[config.mk]
export PLATFORM = sky130hd
export DESIGN_NAME = pipe_stall_ctrl
export DESIGN_NICKNAME = d
export VERILOG_FILES = /design/src/rtl/pipe_stall_ctrl.sv
export SDC_FILE = /design/constraint.sdc
export NUM_CORES = 1
export LEC_CHECK = 0
export BUFFER_PORTS_ARGS = -buffer_cell sky130_fd_sc_hd__buf_2
export CAP_MARGIN = 20
export CELL_PAD_IN_SITES_DETAIL_PLACEMENT = 1
export CELL_PAD_IN_SITES_GLOBAL_PLACEMENT = 1
export CORE_MARGIN = 1.5
export CORE_UTILIZATION = 40
export CTS_BUF_LIST = sky130_fd_sc_hd__clkbuf_8
export DETAILED_ROUTE_END_ITERATION = 6
export PLACE_DENSITY = 0.8
export SLEW_MARGIN = 5
export SYNTH_ARGS = -nofsm -noshare
export SYNTH_HDL_FRONTEND = slang
export SYNTH_SLANG_ARGS = --single-unit
[constraint.sdc]
create_clock -name clk -period 2.4 [get_ports clk]
set_input_delay 0.36 -clock clk [delete_from_list [all_inputs] [get_ports clk]]
set_output_delay 0.36 -clock clk [all_outputs]
set_load 0.1 [all_outputs]
[src/rtl/pipe_stall_ctrl.sv]
// Pipeline sequencing controller: stage-register enables, bubbles and flushes
// for the five-stage core, including multi-cycle data-memory waits and halt.
module pipe_stall_ctrl #(
    parameter int TIMEOUT = 64,
    parameter int CNT_W   = 16
) (
    input  logic             clk,
    input  logic             rst,
    input  logic             MemRead_EXMEM,
    input  logic             MemWrite_EXMEM,
    input  logic             Halt_EXMEM,
    input  logic             dmem_done,
    input  logic             imem_done,
    input  logic             load_use,
    input  logic             flush,
    output logic             dmem_en,
    output logic             en_IFID,
    output logic             en_IDEX,
    output logic             en_EXMEM,
    output logic             en_MEMWB,
    output logic             bubble_IDEX,
    output logic             bubble_MEMWB,
    output logic             flush_IFID,
    output logic             halted,
    output logic             err_timeout,
    output logic [CNT_W-1:0] stall_cycles
);

    localparam int WAIT_W = (TIMEOUT > 1) ? $clog2(TIMEOUT) : 1;
    localparam logic [WAIT_W-1:0] WAIT_LAST = WAIT_W'(TIMEOUT - 1);

    typedef enum logic [1:0] {
        RUN   = 2'd0,
        DWAIT = 2'd1,
        HALT  = 2'd2
    } state_t;

    state_t            r_state;
    state_t            w_next;
    logic [WAIT_W-1:0] r_waitCnt;
    logic [WAIT_W-1:0] w_waitNext;
    logic              r_errTimeout;
    logic              w_errSet;
    logic [CNT_W-1:0]  r_stallCnt;
    logic              w_memop;
    logic              w_feHold;
    logic              w_feBubble;

    // Front-end decision shared by RUN and the DWAIT completion cycle; flush wins.
    assign w_memop    = MemRead_EXMEM | MemWrite_EXMEM;
    assign w_feHold   = !flush && (load_use || !imem_done);
    assign w_feBubble = flush || load_use || !imem_done;

    always_comb begin
        w_next       = r_state;
        w_waitNext   = r_waitCnt;
        w_errSet     = 1'b0;
        dmem_en      = 1'b0;
        en_IFID      = 1'b0;
        en_IDEX      = 1'b0;
        en_EXMEM     = 1'b0;
        en_MEMWB     = 1'b0;
        bubble_IDEX  = 1'b0;
        bubble_MEMWB = 1'b0;
        flush_IFID   = 1'b0;
        halted       = 1'b0;
        if (rst) begin
            case (r_state)
                RUN: begin
                    dmem_en = w_memop;
                    if (w_memop && !dmem_done) begin
                        en_MEMWB     = 1'b1;
                        bubble_MEMWB = 1'b1;
                        w_next       = DWAIT;
                        w_waitNext   = '0;
                    end else if (!w_memop && Halt_EXMEM) begin
                        en_IFID  = 1'b1;
                        en_IDEX  = 1'b1;
                        en_EXMEM = 1'b1;
                        en_MEMWB = 1'b1;
                        w_next   = HALT;
                    end else begin
                        en_IFID     = !w_feHold;
                        en_IDEX     = 1'b1;
                        en_EXMEM    = 1'b1;
                        en_MEMWB    = 1'b1;
                        bubble_IDEX = w_feBubble;
                        flush_IFID  = flush;
                    end
                end
                DWAIT: begin
                    // Completion releases the whole pipe at the same edge.
                    if (dmem_done) begin
                        en_IFID     = !w_feHold;
                        en_IDEX     = 1'b1;
                        en_EXMEM    = 1'b1;
                        en_MEMWB    = 1'b1;
                        bubble_IDEX = w_feBubble;
                        flush_IFID  = flush;
                        w_next      = RUN;
                        w_waitNext  = '0;
                    end else begin
                        en_MEMWB     = 1'b1;
                        bubble_MEMWB = 1'b1;
                        if (r_waitCnt == WAIT_LAST) begin
                            w_errSet = 1'b1;
                            w_next   = HALT;
                        end else begin
                            w_waitNext = r_waitCnt + 1'b1;
                        end
                    end
                end
                HALT: begin
                    halted = 1'b1;
                end
                default: begin
                    w_next = RUN;
                end
            endcase
        end
    end

    always_ff @(posedge clk) begin
        if (!rst) begin
            r_state      <= RUN;
            r_waitCnt    <= '0;
            r_errTimeout <= 1'b0;
            r_stallCnt   <= '0;
        end else begin
            r_state   <= w_next;
            r_waitCnt <= w_waitNext;
            if (w_errSet) begin
                r_errTimeout <= 1'b1;
            end
            if (!en_IFID && (r_stallCnt != '1)) begin
                r_stallCnt <= r_stallCnt + 1'b1;
            end
        end
    end

    assign err_timeout  = rst & r_errTimeout;
    assign stall_cycles = rst ? r_stallCnt : '0;

endmodule

Yosys cells after proc, flatten, opt, wreduce, memory -nomap -nowiden
Index checks and enable logic that the tools add are counted. Widths: inputs -> output; s select.

Flip-flop bits (word level): 25.

$add $sub $neg: 2. Eq/ne operators: 8. Multiplexer cells: 43. Bitwise gates (word level): 3. Reductions and logical operators: 18.

Operators with widths (count): $mux 1 (28); $mux 6 (3); $add 16x1->16 const B (1); $mux 16 (1); $ne 16x16->1 const B (1); $pmux 6 s2 (1); $pmux 1 s2 (5); $ne 3x3->1 const B (3); $mux 2 (4); $add 6x1->6 const B (1); $eq 6x6->1 const B (1); $logic_not 1->1 (6); $pmux 2 s3 (1); $reduce_and 3->1 (2); $logic_and 1x1->1 (4); $logic_or 1x1->1 (3); $eq 2x1->1 const B (1); $eq 2x2->1 const B (1); $logic_not 2->1 (1); $ne 2x2->1 const B (1); $reduce_bool 2->1 (1); $reduce_or 2->1 (1); $and 1x1->1 (1); $not 1->1 (1); $or 1x1->1 (1).

Depth between registers and ports, before layout
Gate-level depths: netlist (run 1).

Depth in word-level cells: 10. Depth in mapped cells: 8. Depth with buffers taken out: 6.

Worst setup path after synthesis (run 1)
Ideal clock, no wire load.

Path kind: input to output. Start point: input port rst. End point: output port dmem_en. Data arrival time: 3.473 ns. Path slack: -1.433 ns. Cell stages on the path: 3. Path through: inv_1 > clkbuf_1 > nor4_1.

Word-level cells in the longest chain between the ends: 1.

RTL lines: start: declaration (RTL line 8) `input logic rst,`; $mux 1 (RTL line 67) `if (rst) begin`; end: declaration (RTL line 16) `output logic dmem_en,`.

Every way passes these cells.

Worst setup path after layout (run 1)
Start point: register r_state[0]. End point: output port en_IFID.

Word-level cells in the longest chain between the ends: 3. Elaborated cells on any way between the ends: 4.

RTL lines: start: declaration (RTL line 38) `state_t r_state;`; start signal: assignment (RTL line 130) `r_state <= w_next;`; $eq 2x1->1 / $logic_not 2->1 (equally long branches) (RTL line 68) `case (r_state)`; $pmux 1 s2 (*) (RTL line 68); $mux 1 (*) (RTL line 67); end: declaration (RTL line 17) `output logic en_IFID,`.

Mark *: on every way between the ends. The rest lies on a longest branch, timed or not.

==> run_results.csv, run 1 <==
group,metric,value,unit
run_status,status,"finished, final reports clean",
grt,overflow,0,
clock_tree,post-cts-setup-buffer-count,0,
die,start_util,42.9,%
setup_path,r2r_end,"r_stallCnt[10]",
hold_path,min-delay-start,"dmem_done",
sta,worst_pin_slew,0.709,ns
drt,wirelength,3910,um
hold_path,hold_end,"r_state[0]",
sta,hold_violations,0,
clock_tree,clk_pin_slew,0.09,ns
sta,min_period,2.32,ns
setup_path,path_max_fanout,20,
synth,syn_area_per_cell,7.91,um2
grt,grt_util_met3,3.75,%
synth,seq_area_frac_synth,34.2,%
cells_and_area,syn2layout_area_growth,23.0,%
die,die_area,4030,um2
placed_design,gp_routability_congestion,0.820,
drt,ant_nets,0,
die,coreArea,3420,um2
synth,netlist_instances,185,
power_and_ir_drop,powerDensity,500,nW/um2
clock_tree,htree_levels,1,
synth,ys_seq_elements,25,
cells_and_area,multi_input_area,908,um2
drt,first_pass_iters,4,
die,die_h,63.5,um
power_and_ir_drop,p_int,0.590,mW
clock_tree,root_buffer,"clkbuf_8",
placed_design,port_buffers,34,
setup_path,startpoint_type,"flop",
drt,wire_per_inst,14.8,um
sta,finalSetupViolations,0,
drt,drtIter0Drc,95,
power_and_ir_drop,p_sw_share,34.4,%
cells_and_area,nets,230,
cells_and_area,final_cell_area,1800,um2
power_and_ir_drop,p_sw,0.310,mW
cells_and_area,drive_gt1_share,28.9,%
power_and_ir_drop,pwr-share-clk,28.0,%
setup_path,cp.arrival,1.96,ns
setup_path,crit_type,"reg2out",
power_and_ir_drop,ir_drop,0.340,mV
setup_path,r2r-start,"r_state[0]",
power_and_ir_drop,p_leak,0.737,nW
grt,use_met2,33.9,%
hold_path,hp-class,"in2reg",
synth,yosys-top-cells-area,"dfxtp_1 34%, and2_1 7.3%, nor2_1 6.4%, mux2_2 6.2%, a21oi_1 4.1%",
power_and_ir_drop,combPwrFrac,24.0,%
die,die_w,63.5,um
sta,maxSlewHeadroom,52.6,%
grt,grtUsageTotal,20.5,%
synth,synth.distinct_cells,40,
sta,rsz0062_at_grt,"true",
die,io_pins,35,
setup_path,critical_path.endpoint_type,"primary output",
clock_tree,clock-sinks,25,
grt,grt_pass1_vias,1395,
placed_design,placed_cell_area,1750,um2
setup_path,reg2reg_slack,0.27,ns
cells_and_area,num_antenna_cells,0,
drt,viasPerCell,5.53,
grt,grt_max_degree,22,
power_and_ir_drop,sequentialPowerShare,48.0,%
grt,grt_use_met1,27.5,%
synth,yosysTopAreaCell,"dfxtp_1",
clock_tree,cts_tree,"done",
cells_and_area,seqCellArea,500,um2
grt,antenna_found_initial,0,
synth,syn_nets,196,
clock_tree,worstSkewPairLatency,0.27,ns
drt,vias,1459,
sta,drv_slew,0,
clock_tree,postCtsHoldBufs,0,
cells_and_area,fill_cells,450,
synth,syn_area,1460,um2
job,max-cap-violations,0,
sta,fin_crit_sh,96.7,%
hold_path,min_path_cells,4,
cells_and_area,layout_commonest_cell,"buf_2",
cells_and_area,final_cell_mix,"31 x buf_2, 25 x nor2_1, 25 x dfxtp_1",
synth,synth_top_area_share,34.2,%
die,num_rows,21,
synth,yosysWarningCount,0,
sta,max_freq,0.431,GHz
clock_tree,cts_made_buffers,3,
setup_path,worstRegToRegCells,6,
drt,drcViolationCount,0,
placed_design,dp_hpwl,2870,um
grt,gr-max-usage-layer,"met2",
clock_tree,cts_buffer_depth,2,
setup_path,required,2.04,ns
sta,whs,0.465,ns
sta,skew,0.00840,ns
grt,grt_pass1_wl,6690,um
[metal layers]
layer	share of wire [%]	routed length [um]
met4	0.74	29
met2	48	1870
met1	48	1890
met5	0	0
met3	3.2	124
[synthesized netlist by cell type]
cell      number
dfxtp_1       25
nor2_1        25
and2_1        17
a21oi_1       12
nand3_1       10
mux2_2         8
nor3_1         8
nand2_1        7
o21ai_0        7
clkbuf_1       6
inv_1          5
nand4_1        5
nor4_1         5
o31ai_1        4
xnor2_1        4
and3_1         3
buf_4          3
nor3b_1        3
nor4b_1        3
ha_1           2
nand2b_1       2
nor2b_1        2
or4_1          2
a211oi_1       1
a221oi_2       1
a311oi_1       1
a31oi_1        1
a41oi_1        1
and4_1         1
buf_1          1
buf_6          1
inv_2          1
nor3_2         1
o21ai_1        1
o21ba_2        1
o31a_1         1
o32ai_1        1
or2_1          1
or3_1          1
or3b_2         1
[power groups by stage]
stage	Clock, mW	Sequential (mW)	Combinational [mW]
detailed placement	0	0.441	0.216
global route	0.280	0.433	0.230
floorplan	0	0.439	0.169
finish	0.252	0.432	0.216
global placement	0	0.440	0.212
CTS	0.256	0.431	0.216
[area by class of cell]
type                            count  share of cell area [%]
Clock buffer                        3                    2.29
Clock inverter                      1                   0.208
Inverter                            6                    1.60
Multi-Input combinational cell    143                    50.5
Sequential cell                    25                    27.8
Tap cell                           46                    3.20
Timing Repair Buffer               40                    14.5
[sequential cells by signal, summed over array words and instances, names as in the netlist]
register / cells
r_errTimeout: 1
r_stallCnt: 16
r_state: 2
r_waitCnt: 6
[worst max-delay path, cell delays in order (launching register included)]
cell and delay (ns):
dfxtp_1 0.34, nor3_2 0.35, o21ai_1 0.20, or2_1 0.37, inv_4 0.22, buf_12 0.20
[how the worst max path moves through the flow]
stage                   startpoint        endpoint  slack [ns]  cells past startpoint
finish                  r_state[0]         en_IFID        0.08                      5
global route            r_state[0]         en_IFID       -0.03                      5
CTS                     r_state[0]         en_IFID        0.03                      5
detailed placement  MemWrite_EXMEM  r_stallCnt[10]        0.16                      7
global placement    MemWrite_EXMEM         en_IFID        0.26                      6
floorplan                      rst         dmem_en       -0.27                      3
[kinds of logic after synthesis]
kind of cell	count (synthesis)	synth area share [%]
adder cells (fa/ha/maj)	2	1.71
AND/OR/NAND/NOR	97	36.0
flip-flops	25	34.2
multiplexers	8	6.15
AO/OA/AOI/OAI	32	13.9
XOR/XNOR	4	2.39
buffers and inverters	17	5.64
[repair_timing]
action / in CTS / in global routing
gates resized for setup: 0 / 3
setup endpoints to repair: 0 / 1
hold endpoints to repair: 0 / 0
[metrics by stage]
| stage | instances | setup WS (ns) | utilization (%) | power (mW) | setup TNS [ns] |
|---|---|---|---|---|---|
| after floorplan | 185 | -0.266 | - | 0.608 | -0.266 |
| after global placement | 260 | 0.259 | 51.1 | 0.652 | 0 |
| after detailed placement | 260 | 0.162 | 51.1 | 0.656 | 0 |
| after CTS | 264 | 0.0307 | 52.5 | 0.903 | 0 |
| after global routing | 264 | -0.0252 | 52.7 | 0.943 | -0.0252 |
| final | 264 | 0.0792 | 52.7 | 0.900 | 0 |
(Power assumes the default switching activity.)
==> inputs of run 2 (changes only) <==
Settings changed: ABC_AREA set to 1, CORE_UTILIZATION 40 to 39.
==> run 2 against run 1 <==
  * Clock skew fell by 0.0033 ns
  * Maximum frequency increased by 12%
  * Sequential cell count unchanged
  * Non-clock buffer count fell by 3
  * Sequential share of layout area decreased by 3.6 points
  * Hold slack worse by 0.056 ns
  * Count of clock-buffer cells in the layout unchanged
  * Critical path depth up 2
  * Critical path type unchanged
  * Critical endpoint is now bubble_IDEX
==> run_results.csv, run 2 <==
group,metric,value,unit
power_and_ir_drop,p_leak,1.04,nW
power_and_ir_drop,p_sw,0.475,mW
cells_and_area,post-route-util,50.6,%
power_and_ir_drop,ir_drop,0.331,mV
synth,syn_nets,283,
synth,ys_seq_elements,25,
drt,ant_nets,0,
grt,grt_pass1_vias,1773,
cells_and_area,drive_gt1_share,22.0,%
synth,synth_async_sr_flop_share,0,%
power_and_ir_drop,combPwrFrac,36.7,%
sta,finalSetupTns,0,ns
clock_tree,post_cts_resized,0,
clock_tree,post-cts-setup-buffer-count,0,
placed_design,dp_slack,0.476,ns
power_and_ir_drop,p_sw_share,42.1,%
synth,netlist_instances,272,
sta,hold_violations,0,
power_and_ir_drop,powerDensity,545,nW/um2
synth,syn_area,1700,um2
setup_path,slowest_stage,"buf_2",
synth,synth.distinct_cells,30,
grt,grt_max_degree,17,
cells_and_area,top_regs,"r_stallCnt (16), r_waitCnt (6), r_state (2)",
die,start_util,41.7,%
synth,synth_top_area_share,29.4,%
cells_and_area,final_cell_mix,"84 x nand2_1, 40 x inv_1, 28 x buf_2",
clock_tree,worstSkewPairLatency,0.27,ns
hold_path,hp-class,"in2reg",
cells_and_area,num_antenna_cells,0,
die,coreArea,4090,um2
drt,drtIter0Drc,65,
clock_tree,htree_levels,1,
die,die_area,4770,um2
drt,viasPerCell,5.06,
setup_path,path_max_fanout,4,
cells_and_area,largest_reg_flops,16,
cells_and_area,final_cells,355,
sta,drv_slew,0,
clock_tree,root_buffer,"clkbuf_8",
clock_tree,cts_buffer_depth,2,
synth,synth_edf_count,0,
setup_path,cp.arrival,1.72,ns
setup_path,path_cells,"nor2_1 -> o21ai_2 -> inv_1 -> nand2_1 -> nand2_1 -> o311a_1 -> buf_2",
cells_and_area,regMostFlops,"r_stallCnt",
drt,wirelength,4810,um
sta,rsz0062_at_grt,"false",
die,die_h,69.1,um
setup_path,crit_type,"reg2out",
sta,max_freq,0.481,GHz
synth,yosys-top-cells-area,"dfxtp_1 29%, nand2_1 19%, inv_1 8.8%, nand3_1 6.8%, a21oi_2 5.7%",
grt,antenna_found_initial,0,
clock_tree,cts_made_buffers,3,
power_and_ir_drop,sequentialPowerShare,39.6,%
setup_path,crit_buf_inv,2,
clock_tree,postCtsHoldBufs,0,
setup_path,startpoint_type,"flop",
power_and_ir_drop,p_int,0.652,mW
die,die_w,69.1,um
job,max-cap-violations,0,
drt,first_pass_iters,4,
clock_tree,clk_pin_slew,0.10,ns
drt,vias,1796,
sta,worst_pin_slew,0.517,ns
synth,seq_area_frac_synth,29.4,%
setup_path,required,2.04,ns
cells_and_area,layout_commonest_cell,"nand2_1",
die,num_rows,23,
grt,overflow,0,
sta,maxSlewHeadroom,65.5,%
synth,yosysMostFrequentCell,"nand2_1",
sta,skew,0.00512,ns
placed_design,dp_cells,351,
synth,syn_area_per_cell,6.27,um2
cells_and_area,nets,317,
sta,fin_crit_sh,86.6,%
drt,wire_per_inst,13.5,um
setup_path,cpMostUsedCell,"nand2_1",
synth,ys.flop_type,"dfxtp_1",
placed_design,port_buffers,34,
clock_tree,clock-sinks,25,
setup_path,critical_path.endpoint_type,"primary output",
placed_design,gp_routability_congestion,0.776,
synth,yosysWarningCount,0,
clock_tree,cts_tree,"done",
die,io_pins,35,
cells_and_area,fill_cells,583,
synth,ys_top_cells_by_count,"84 x nand2_1, 40 x inv_1, 25 x dfxtp_1, 25 x nor2_1, 23 x nand3_1",
cells_and_area,syn2layout_area_growth,21.4,%
placed_design,dp_hpwl,3630,um
run_status,status,"finished, final reports clean",
setup_path,cp_top_family,"buffers and inverters",
setup_path,cpPeakStageDelay,0.41,ns
sta,setup_ws,0.321,ns
cells_and_area,final_cell_area,2070,um2
sta,finalSetupViolations,0,
grt,grt_pass1_wl,8120,um
power_and_ir_drop,pwr-share-clk,23.7,%
synth,yosysTopAreaCell,"dfxtp_1",
sta,min_period,2.08,ns
grt,grtUsageTotal,20.4,%
drt,drcViolationCount,0,
placed_design,placed_cell_area,2020,um2
-- run 2: cell types whose count changed after synthesis, moves of 5 or more --
cell / change
nor4_1: -5
mux2_2: -8
and2_1: -17
inv_1: +35
a21oi_2: +11
xor2_1: +5
nor3_1: -7
nand3_1: +13
nand2_1: +77
-- run 2: worst reg2reg max path, stage by stage, from the launching register on --
cell and delay, ns:
dfxtp_1 0.41, ha_1 0.22, nand2_1 0.12, nor2_4 0.18
nand4_4 0.25, nand2_4 0.27, nand2_1 0.10, a21oi_1 0.14
-- run 2: path summary, 6_finish.rpt --
check                                   start            end  slack (ns)  cells after the start
worst max register to register  r_stallCnt[0]  r_stallCnt[2]        0.64                      7
worst max-delay path               r_state[0]    bubble_IDEX        0.32                      7
worst min register to register   r_errTimeout   r_errTimeout        0.47                      2
worst min-delay path                      rst     r_state[1]        0.41                      3
-- run 2: routing by layer --
metal | track usage [%] | routed length [um] | vias up | share of wire, %
met5 | 0 | 0 | - | 0
met4 | 3.92 | 29 | 0 | 0.60
met3 | 2.19 | 94 | 4 | 2.0
met2 | 34.7 | 2290 | 18 | 48
met1 | 27.9 | 2390 | 853 | 50
li1 | - | - | 921 | -
-- run 2: area by class of cell --
class                   count  area (um2)  share of cell area, %
clock inverters             1        7.51                  0.363
repair buffers             37         283                   13.7
well taps                  50        62.6                   3.02
multi-input cells         197        1020                   49.2
clock buffers               3        41.3                   2.00
inverters                  42         158                   7.62
flip-flops and latches     25         500                   24.2
-- run 2: cells by family after synthesis --
family                     share of synthesized area (%)
AOI/OAI and AO/OA                                   14.8
xor gates and xnor gates                            3.60
adders and majority gates                           1.47
buffers and inverters                               11.8
DFF                                                 29.4
and+or+nand+nor                                     38.9
-- run 2: through the flow --
stage	power (mW)	hold WS, ns
after floorplan	0.758	0.419
after global placement	0.862	0.431
after detailed placement	0.869	0.454
after CTS	1.13	0.406
after global routing	1.18	0.409
final	1.13	0.409
-- run 2: power groups by stage --
stage / combinational, mW / sequential [mW] / clock, mW
global route: 0.442 / 0.448 / 0.287
detailed placement: 0.413 / 0.456 / 0
global placement: 0.407 / 0.455 / 0
floorplan: 0.307 / 0.452 / 0
CTS: 0.415 / 0.446 / 0.272
finish: 0.414 / 0.447 / 0.267
